==> src/rtl/dma_cmd_queue_if.sv <==
// MMIO + dma_ctrl bundle for dma_cmd_queue; slave = the queue, master = CPU/dma_ctrl side.
// Pure wiring: no latency and no flow control of its own.
interface dma_cmd_queue_if;
  logic [4:0]  cpuAddress;
  logic [31:0] cpuWriteData;
  logic        cpuWriteEnable;
  logic        cpuReadEnable;
  logic [31:0] cpuReadData;
  logic [1:0]  cmd;
  logic [31:0] srcAddress;
  logic [31:0] dstAddress;
  logic [9:0]  width;
  logic        dmaStall;
  logic        irq;

  modport slave (
    input  cpuAddress, cpuWriteData, cpuWriteEnable, cpuReadEnable, dmaStall,
    output cpuReadData, cmd, srcAddress, dstAddress, width, irq
  );

  modport master (
    output cpuAddress, cpuWriteData, cpuWriteEnable, cpuReadEnable, dmaStall,
    input  cpuReadData, cmd, srcAddress, dstAddress, width, irq
  );
endinterface

==> src/rtl/dma_cmd_queue.sv <==
// MMIO descriptor FIFO feeding dma_ctrl; cmd pulses one cycle after a pop, reads return next cycle.
// Backpressure: issue waits for !dmaStall and completion; pushes to a full queue drop and flag overflow.
module dma_cmd_queue #(
  parameter int DEPTH = 4
) (
  input  logic            clk,
  input  logic            reset,
  dma_cmd_queue_if.slave  bus
);
  localparam int AW = $clog2(DEPTH);
  localparam int CW = AW + 1;

  typedef enum logic [1:0] {S_IDLE, S_ISSUE, S_WAIT_START, S_WAIT_DONE} state_t;

  state_t        r_state;
  logic [31:0]   r_src_stg, r_dst_stg;
  logic [9:0]    r_wid_stg;
  logic [31:0]   r_mem_src [DEPTH];
  logic [31:0]   r_mem_dst [DEPTH];
  logic [9:0]    r_mem_wid [DEPTH];
  logic [AW-1:0] r_wr_ptr, r_rd_ptr;
  logic [CW-1:0] r_count;
  logic          r_overflow, r_width_err, r_irq_en, r_irq;
  logic [15:0]   r_done_cnt;
  logic [1:0]    r_cmd;
  logic [31:0]   r_src_out, r_dst_out, r_rdata;
  logic [9:0]    r_wid_out;

  logic [2:0]    w_sel;
  logic          w_empty, w_full, w_push_req, w_push, w_pop, w_done, w_irqctl_wr;
  logic [31:0]   w_count32, w_status, w_rdata;

  assign w_sel       = bus.cpuAddress[4:2];
  assign w_empty     = (r_count == '0);
  assign w_full      = (r_count == CW'(DEPTH));
  assign w_push_req  = bus.cpuWriteEnable && (w_sel == 3'd3) && bus.cpuWriteData[0];
  assign w_push      = w_push_req && !w_full && (r_wid_stg != 10'd0);
  assign w_pop       = (r_state == S_IDLE) && !w_empty && !bus.dmaStall;
  assign w_done      = (r_state == S_WAIT_DONE) && !bus.dmaStall;
  assign w_irqctl_wr = bus.cpuWriteEnable && (w_sel == 3'd5);

  always_ff @(posedge clk or posedge reset) begin
    if (reset) begin
      r_src_stg <= '0;
      r_dst_stg <= '0;
      r_wid_stg <= '0;
    end else if (bus.cpuWriteEnable) begin
      case (w_sel)
        3'd0:    r_src_stg <= bus.cpuWriteData;
        3'd1:    r_dst_stg <= bus.cpuWriteData;
        3'd2:    r_wid_stg <= bus.cpuWriteData[9:0];
        default: ;
      endcase
    end
  end

  // Storage needs no reset: only entries covered by r_count are ever read.
  always_ff @(posedge clk) begin
    if (w_push) begin
      r_mem_src[r_wr_ptr] <= r_src_stg;
      r_mem_dst[r_wr_ptr] <= r_dst_stg;
      r_mem_wid[r_wr_ptr] <= r_wid_stg;
    end
  end

  always_ff @(posedge clk or posedge reset) begin
    if (reset) begin
      r_wr_ptr <= '0;
      r_rd_ptr <= '0;
      r_count  <= '0;
    end else begin
      if (w_push) r_wr_ptr <= r_wr_ptr + AW'(1);
      if (w_pop)  r_rd_ptr <= r_rd_ptr + AW'(1);
      case ({w_push, w_pop})
        2'b10:   r_count <= r_count + CW'(1);
        2'b01:   r_count <= r_count - CW'(1);
        default: ;
      endcase
    end
  end

  // Sticky flags; a set event beats a clear written in the same cycle.
  always_ff @(posedge clk or posedge reset) begin
    if (reset) begin
      r_overflow  <= 1'b0;
      r_width_err <= 1'b0;
      r_irq_en    <= 1'b0;
      r_irq       <= 1'b0;
    end else begin
      if (w_irqctl_wr) r_irq_en <= bus.cpuWriteData[0];

      if (w_push_req && w_full)                            r_overflow <= 1'b1;
      else if (w_irqctl_wr && bus.cpuWriteData[1])         r_overflow <= 1'b0;

      if (w_push_req && !w_full && (r_wid_stg == 10'd0))   r_width_err <= 1'b1;
      else if (w_irqctl_wr && bus.cpuWriteData[1])         r_width_err <= 1'b0;

      if (w_done && r_irq_en)                              r_irq <= 1'b1;
      else if (w_irqctl_wr && bus.cpuWriteData[1])         r_irq <= 1'b0;
    end
  end

  always_ff @(posedge clk or posedge reset) begin
    if (reset) begin
      r_state    <= S_IDLE;
      r_cmd      <= 2'b00;
      r_src_out  <= '0;
      r_dst_out  <= '0;
      r_wid_out  <= '0;
      r_done_cnt <= '0;
    end else begin
      case (r_state)
        S_IDLE: begin
          r_cmd <= 2'b00;
          if (w_pop) begin
            r_src_out <= r_mem_src[r_rd_ptr];
            r_dst_out <= r_mem_dst[r_rd_ptr];
            r_wid_out <= r_mem_wid[r_rd_ptr];
            r_cmd     <= 2'b01;
            r_state   <= S_ISSUE;
          end
        end
        S_ISSUE: begin
          r_cmd   <= 2'b00;
          r_state <= S_WAIT_START;
        end
        S_WAIT_START: begin
          r_cmd <= 2'b00;
          if (bus.dmaStall) r_state <= S_WAIT_DONE;
        end
        S_WAIT_DONE: begin
          r_cmd <= 2'b00;
          if (w_done) begin
            r_done_cnt <= r_done_cnt + 16'd1;
            r_state    <= S_IDLE;
          end
        end
        default: begin
          r_cmd   <= 2'b00;
          r_state <= S_IDLE;
        end
      endcase
    end
  end

  assign w_count32 = 32'(r_count);
  assign w_status  = {23'd0, r_width_err, r_overflow, (r_state != S_IDLE),
                      w_full, w_empty, w_count32[3:0]};

  always_comb begin
    w_rdata = '0;
    case (w_sel)
      3'd0:    w_rdata = r_src_stg;
      3'd1:    w_rdata = r_dst_stg;
      3'd2:    w_rdata = {22'd0, r_wid_stg};
      3'd4:    w_rdata = w_status;
      3'd5:    w_rdata = {31'd0, r_irq_en};
      3'd6:    w_rdata = {16'd0, r_done_cnt};
      default: w_rdata = '0;
    endcase
  end

  always_ff @(posedge clk or posedge reset) begin
    if (reset) r_rdata <= '0;
    else       r_rdata <= bus.cpuReadEnable ? w_rdata : 32'd0;
  end

  assign bus.cpuReadData = r_rdata;
  assign bus.cmd         = r_cmd;
  assign bus.srcAddress  = r_src_out;
  assign bus.dstAddress  = r_dst_out;
  assign bus.width       = r_wid_out;
  assign bus.irq         = r_irq;
endmodule

==> src/flat_wrapper.sv <==
// flat-port wrapper written by rule: the top's interface ports become plain ports
module dma_cmd_queue_flat 
#(
  parameter int DEPTH = 4
)
  (clk, reset, bus_cpuAddress, bus_cpuWriteData, bus_cpuWriteEnable, bus_cpuReadEnable, bus_dmaStall, bus_cpuReadData, bus_cmd, bus_srcAddress, bus_dstAddress, bus_width, bus_irq);
  dma_cmd_queue_if bus_i ();
  input  logic clk;
  input  logic reset;
  input wire logic [$bits(bus_i.cpuAddress)-1:0] bus_cpuAddress;
  input wire logic [$bits(bus_i.cpuWriteData)-1:0] bus_cpuWriteData;
  input wire logic [$bits(bus_i.cpuWriteEnable)-1:0] bus_cpuWriteEnable;
  input wire logic [$bits(bus_i.cpuReadEnable)-1:0] bus_cpuReadEnable;
  input wire logic [$bits(bus_i.dmaStall)-1:0] bus_dmaStall;
  output wire logic [$bits(bus_i.cpuReadData)-1:0] bus_cpuReadData;
  output wire logic [$bits(bus_i.cmd)-1:0] bus_cmd;
  output wire logic [$bits(bus_i.srcAddress)-1:0] bus_srcAddress;
  output wire logic [$bits(bus_i.dstAddress)-1:0] bus_dstAddress;
  output wire logic [$bits(bus_i.width)-1:0] bus_width;
  output wire logic [$bits(bus_i.irq)-1:0] bus_irq;
  assign bus_i.cpuAddress = bus_cpuAddress;
  assign bus_i.cpuWriteData = bus_cpuWriteData;
  assign bus_i.cpuWriteEnable = bus_cpuWriteEnable;
  assign bus_i.cpuReadEnable = bus_cpuReadEnable;
  assign bus_i.dmaStall = bus_dmaStall;
  assign bus_cpuReadData = bus_i.cpuReadData;
  assign bus_cmd = bus_i.cmd;
  assign bus_srcAddress = bus_i.srcAddress;
  assign bus_dstAddress = bus_i.dstAddress;
  assign bus_width = bus_i.width;
  assign bus_irq = bus_i.irq;
  dma_cmd_queue #(.DEPTH(DEPTH)) u_core (.clk(clk), .reset(reset), .bus(bus_i));
endmodule
==> config.mk <==
export PLATFORM = sky130hd
export DESIGN_NAME = dma_cmd_queue_flat
export DESIGN_NICKNAME = d
export VERILOG_FILES = /design/src/rtl/dma_cmd_queue_if.sv /design/src/rtl/dma_cmd_queue.sv /design/src/flat_wrapper.sv
export SDC_FILE = /design/constraint.sdc
export NUM_CORES = 1
export LEC_CHECK = 0
export ABC_AREA = 1
export BUFFER_PORTS_ARGS = -buffer_cell sky130_fd_sc_hd__buf_4
export CORE_ASPECT_RATIO = 0.8
export CORE_MARGIN = 5
export CORE_UTILIZATION = 51
export CTS_CLUSTER_DIAMETER = 120
export DETAILED_ROUTE_END_ITERATION = 8
export PLACE_DENSITY = 0.72
export SYNTH_ARGS = -nofsm -noshare
export SYNTH_HDL_FRONTEND = slang
export SYNTH_SLANG_ARGS = --single-unit
==> constraint.sdc <==
create_clock -name clk -period 7.2 [get_ports clk]
set_input_delay 1.08 -clock clk [delete_from_list [all_inputs] [get_ports clk]]
set_output_delay 1.08 -clock clk [all_outputs]
set_load 0.02 [all_outputs]
## Word-level counts from Yosys, hierarchy flattened

Memory sizes are Yosys's and may differ from the RTL's. A register that Yosys moved wholly into a read port is not among the register bits.
Cells that the tools add are included.

- Flip-flop bits (word level): 137
- Bits in writable memories: 296
- Bits of input ports: 42
- Output and inout port bits: 109
- Word-level logic and storage cells: 84
- Memories kept: 3

- $add $sub $neg: 5
- Equal/unequal tests: 15
- Muxes and demuxes: 15
- Reductions and logical operators: 32

Memories:

| name | words | bits a word | rd ports | clocked after memory_dff | wr ports | line | source |
|---|---|---|---|---|---|---|---|
| u_core.r_mem_dst | 4 | 32 | 1 | 1 | 1 | dma_cmd_queue.sv:19 | `logic [31:0] r_mem_dst [DEPTH];` |
| u_core.r_mem_src | 4 | 32 | 1 | 1 | 1 | dma_cmd_queue.sv:18 | `logic [31:0] r_mem_src [DEPTH];` |
| u_core.r_mem_wid | 4 | 10 | 1 | 1 | 1 | dma_cmd_queue.sv:20 | `logic [9:0] r_mem_wid [DEPTH];` |

Operator list:

| cell | number |
|---|---|
| case mux 32 bit (6 select lines) | 1 |
| two-way mux 32 bit | 1 |
| adder 16 x 1 -> 16 bit, second input constant | 1 |
| equality test 3 bit, second input constant | 4 |
| logical AND 1 bit | 12 |
| logical NOT 10 bit | 1 |
| AND reduction 2 bit | 5 |
| nonzero test 10 bit | 1 |
| nonzero test 2 bit | 5 |
| case mux 2 bit (4 select lines) | 1 |
| two-way mux 1 bit | 7 |
| equality test 2 bit, second input constant | 3 |
| equality test 3 x 2 -> 1 bit, second input constant | 2 |
| logical NOT 3 bit | 2 |
| two-way mux 2 bit | 3 |
| case mux 3 bit (2 select lines) | 1 |
| adder 2 x 1 -> 2 bit, second input constant | 2 |
| equality test 2 x 1 -> 1 bit, second input constant | 2 |
| != test 2 x 1 -> 1 bit, second input constant | 2 |
| case mux 2 bit (2 select lines) | 1 |
| adder 3 x 1 -> 3 bit, second input constant | 1 |
| equality test 3 x 1 -> 1 bit, second input constant | 1 |
| logical NOT 1 bit | 3 |
| AND reduction 3 bit | 1 |
| other kinds (4) | 4 |

## Logic depth before layout (Yosys ltp)

- Depth after elaboration: 7
- Depth in mapped cells: 12
- Depth with buffers taken out: 11

## Worst setup path before layout

Ideal clock, no wire load.

- Path type: input-to-reg
- From: input port bus_cpuAddress[4]
- To: memory u_core.r_mem_dst[0][0], enable pin
- Library setup time: 0.507 ns
- Arrival: 4.898 ns
- Required time: 6.693 ns
- Slack: 1.796 ns
- Stages on the path: 6
- Path buffers: 1
- Path through: buf_4 > inv_2 > nand3_1 > nor3_2 > nand2_2 > nor2_1

- Longest elaborated chain between the ends: 7

Ends and longest elaborated chain:

| item | line | source |
|---|---|---|
| start, declared | flat_wrapper.sv:10 | `input wire logic [$bits(bus_i.cpuAddress)-1:0] bus_cpuAddress;` |
| equality test 3 x 2 -> 1 bit | dma_cmd_queue.sv:36 | `assign w_push_req = bus.cpuWriteEnable && (w_sel == 3'd3) && bus.cpuWriteData[0];` |
| logical AND 1 bit (2 in a row) | dma_cmd_queue.sv:36 |  |
| logical AND 1 bit (2 in a row) | dma_cmd_queue.sv:37 | `assign w_push = w_push_req && !w_full && (r_wid_stg != 10'd0);` |
| two-way mux 1 bit | dma_cmd_queue.sv:59 | `if (w_push) begin` |
| two-way mux 1 bit (not written as such) | dma_cmd_queue.sv:61 | `r_mem_dst[r_wr_ptr] <= r_dst_stg;` |
| end, declared | dma_cmd_queue.sv:19 |  |

No other way between the ends.

## Final worst setup path

- From: input port bus_cpuAddress[4]
- To: memory u_core.r_mem_dst[0][21], enable pin

The elaborated chain is that of the path after synthesis.

==> metrics <==
status complete, no violations; critical path arrival 3.58 ns; most common cell in the netlist nand2_1; RSZ-0062 raised after global routing false; P_leak 9.564 nW; wire length per cell 18.99 um; final net count 1905; Yosys warnings 0; GRT Total Usage 21.09%; Port Buffers 147; CTS H-tree lvls 2; First-pass DRT Iterations 5; Crit path required time 7.38 ns; Remaining Overflow, GRT 0; Final Hold Viols 0; period utilization 47.22%; Seq/Total Area, Yosys 71.66%; pre-CTS setup slack 3.203 ns; Vias 13.10k; # DRC 0; share of cells above drive strength 1 14.75%; setup bufs post-CTS 0; Slew Limit Headroom 33.19%; DRT iter0 DRCs 1284; Die X 229.9 um; CP Cell Sequence buf_4 > inv_2 > nand3_1 > nor3_2 > nand2_2 > nor2_4 > buf_4; commonest cells in the synthesized netlist nand2_1 (435), edfxtp_1 (296), dfrtp_1 (210); Diodes inserted 0; Hold Crit Depth 2; Clock transition at path regs 0.06 ns; clk_lat worst skew 0.56 ns; slowest CP cell buf_4; CP startpoint bus_cpuAddress[4]; number of flops mapped to enable cells by yosys 296; clk buf depth 3; PwrDens 385.3 mW/mm2; CTS resizes 0; fmax 294.1 MHz; final critical-path setup slack 3.800 ns; Syn Std Cell Area 0.01974 mm2; ys flop type edfxtp_1; post-synthesis instance total 1729; hold buffers post-CTS 0; IO Pins 151; Yosys reg bits 506; vias per std cell 5.488; Die Height 186.0 um; final setup skew 0.03286 ns; Cell variety after synth 37; vias in the first global route 12.76k; RR Startpoint u_core.r_count[0]; clk root buf clkbuf_16; clock sinks 506; final WL 45320 um; crit start category input pin; fill cell count 3038; largest net degree at the start of global routing 133; Worst-Margin Slew 1.002 ns; CTS tree yes; Hold WS 0.4811 ns; worst min path class reg -> reg; Avg Cell Area, Syn 11.41 um2; Crit. End Element flip-flop; final max-slew violation count 0; CP max FO 50; crit-path max cell delay 0.75 ns; P&R area growth vs syn 15.58%; hold_sp u_core.bus.srcAddress[11]; setup TNS 0 ns; post-synth top area cell edfxtp_1; Inserted Clock Buffers 48; first-pass GRT wire length 71040 um; core area 0.03828 mm2; Final ANT Viol Nets 0; Site Rows 64; crit path kind in -> reg; GPL Wtd Cong 0.8133; most frequent CP cell buf_4; Max-Cap Viols 0; Final Setup Violations 0; initial antenna violation count 0; synth top area cells edfxtp_1 (45%), dfrtp_1 (27%), nand2_1 (8.3%); Starting Density 51.56%; worst vdd ir 0.2009 mV; Final min period 3.400 ns; Synthesized Nets 1782; fraction of registers with async set/reset 41.50%; Yosys top cell area share 45.04%; r2r worst-path depth 7; DIE AREA 0.04276 mm2; dpl hpwl 25990 um
-- critical path: cells and delay by family --
kind,cells,cell delay [ns]
AND/OR/NAND/NOR,4,1.42
buffers and inverters,3,1.04
-- path summary, 6_finish.rpt --
| kind | to | slack (ns) |
|---|---|---|
| worst max-delay path | u_core.r_mem_dst[0][21] | 3.80 |
| worst max register to register | u_core.r_mem_dst[0][21] | 4.10 |
| worst min register to register | u_core.bus.srcAddress[11] | 0.48 |
| worst min-delay path | u_core.bus.srcAddress[11] | 0.48 |
| max in group asynchronous | u_core.r_wr_ptr[0] | 4.77 |
| min in group asynchronous | u_core.bus.cmd[0] | 0.68 |
-- power breakdown --
part           total (W)  internal (W)  leakage (nW)  switching, W
logic            0.00228      0.000802          3.40       0.00148
registers        0.00390       0.00352          5.34      0.000382
clock network    0.00260       0.00155         0.822       0.00105
total            0.00879       0.00587          9.56       0.00292
-- layer usage --
| metal | routed length (um) | global-route usage, % | vias to the layer above |
|---|---|---|---|
| met4 | 812 | 4.302 | 0 |
| met5 | 0 | 0 | - |
| met3 | 3815 | 4.346 | 60 |
| met2 | 20840 | 33.63 | 491 |
| met1 | 19850 | 30.77 | 6432 |
| li1 | - | - | 6118 |
-- cells by family (layout without fill, tap and decap cells) --
family          Yosys count  in the layout  synth area share (%)
simple gates            689            689                 13.76
other cells               1              1               0.01900
buf+inv                 178            341                 4.127
xor+xnor                 13             13                0.5769
flops                   506            506                 71.66
fa+ha+maj                11             11                0.7354
compound gates          331            331                 9.116
-- cells in the final DEF (no fill, tap or decap), types with 9 or more instances in the layout --
master,synthesis,layout
clkinv_2,0,9
o22ai_1,74,74
clkbuf_1,42,9
nand2_1,435,435
nand3_1,31,31
edfxtp_1,296,296
clkbuf_16,0,51
dfrtp_1,210,208
inv_1,81,79
a21oi_1,20,20
buf_4,20,163
xor2_1,9,9
o21ai_1,91,91
ha_1,10,10
o21ai_0,131,131
nor2_1,199,195
o21ai_2,10,10
-- state kept, by name (all words and copies together), names as in the netlist, 2 cells and up --
register,flops
u_core.r_wid_stg,10
u_core.r_rd_ptr,2
u_core.r_mem_wid,40
u_core.r_done_cnt,16
u_core.r_count,3
u_core.r_mem_dst,128
u_core.r_mem_src,128
u_core.r_dst_stg,32
u_core.bus.dstAddress,32
u_core.bus.srcAddress,32
u_core.r_wr_ptr,2
u_core.bus.cpuReadData,32
u_core.r_src_stg,32
u_core.r_state,2
u_core.bus.width,10
-- final cells by class --
class / instances / area (um2) / area share [%]
flip-flops and latches: 506 / 14150 / 62.03
multi-input cells: 1045 / 4816 / 21.11
clock buffers: 68 / 1414 / 6.198
repair buffers: 163 / 1224 / 5.364
well taps: 495 / 619.3 / 2.715
inverters: 88 / 340.3 / 1.492
clock inverters: 22 / 249.0 / 1.092
-- metrics by stage --
stage / cell area [um2] / cells / power (W) / util (%)
after floorplan: 19740 / 1729 / 0.005407 / -
after global placement: 21150 / 2297 / 0.006172 / 55.25
after detailed placement: 21150 / 2297 / 0.006244 / 55.25
after CTS: 22810 / 2387 / 0.008850 / 59.59
after global routing: 22810 / 2387 / 0.009269 / 59.59
final: 22810 / 2387 / 0.008789 / 59.59
Power figures use the tool's default switching activity.
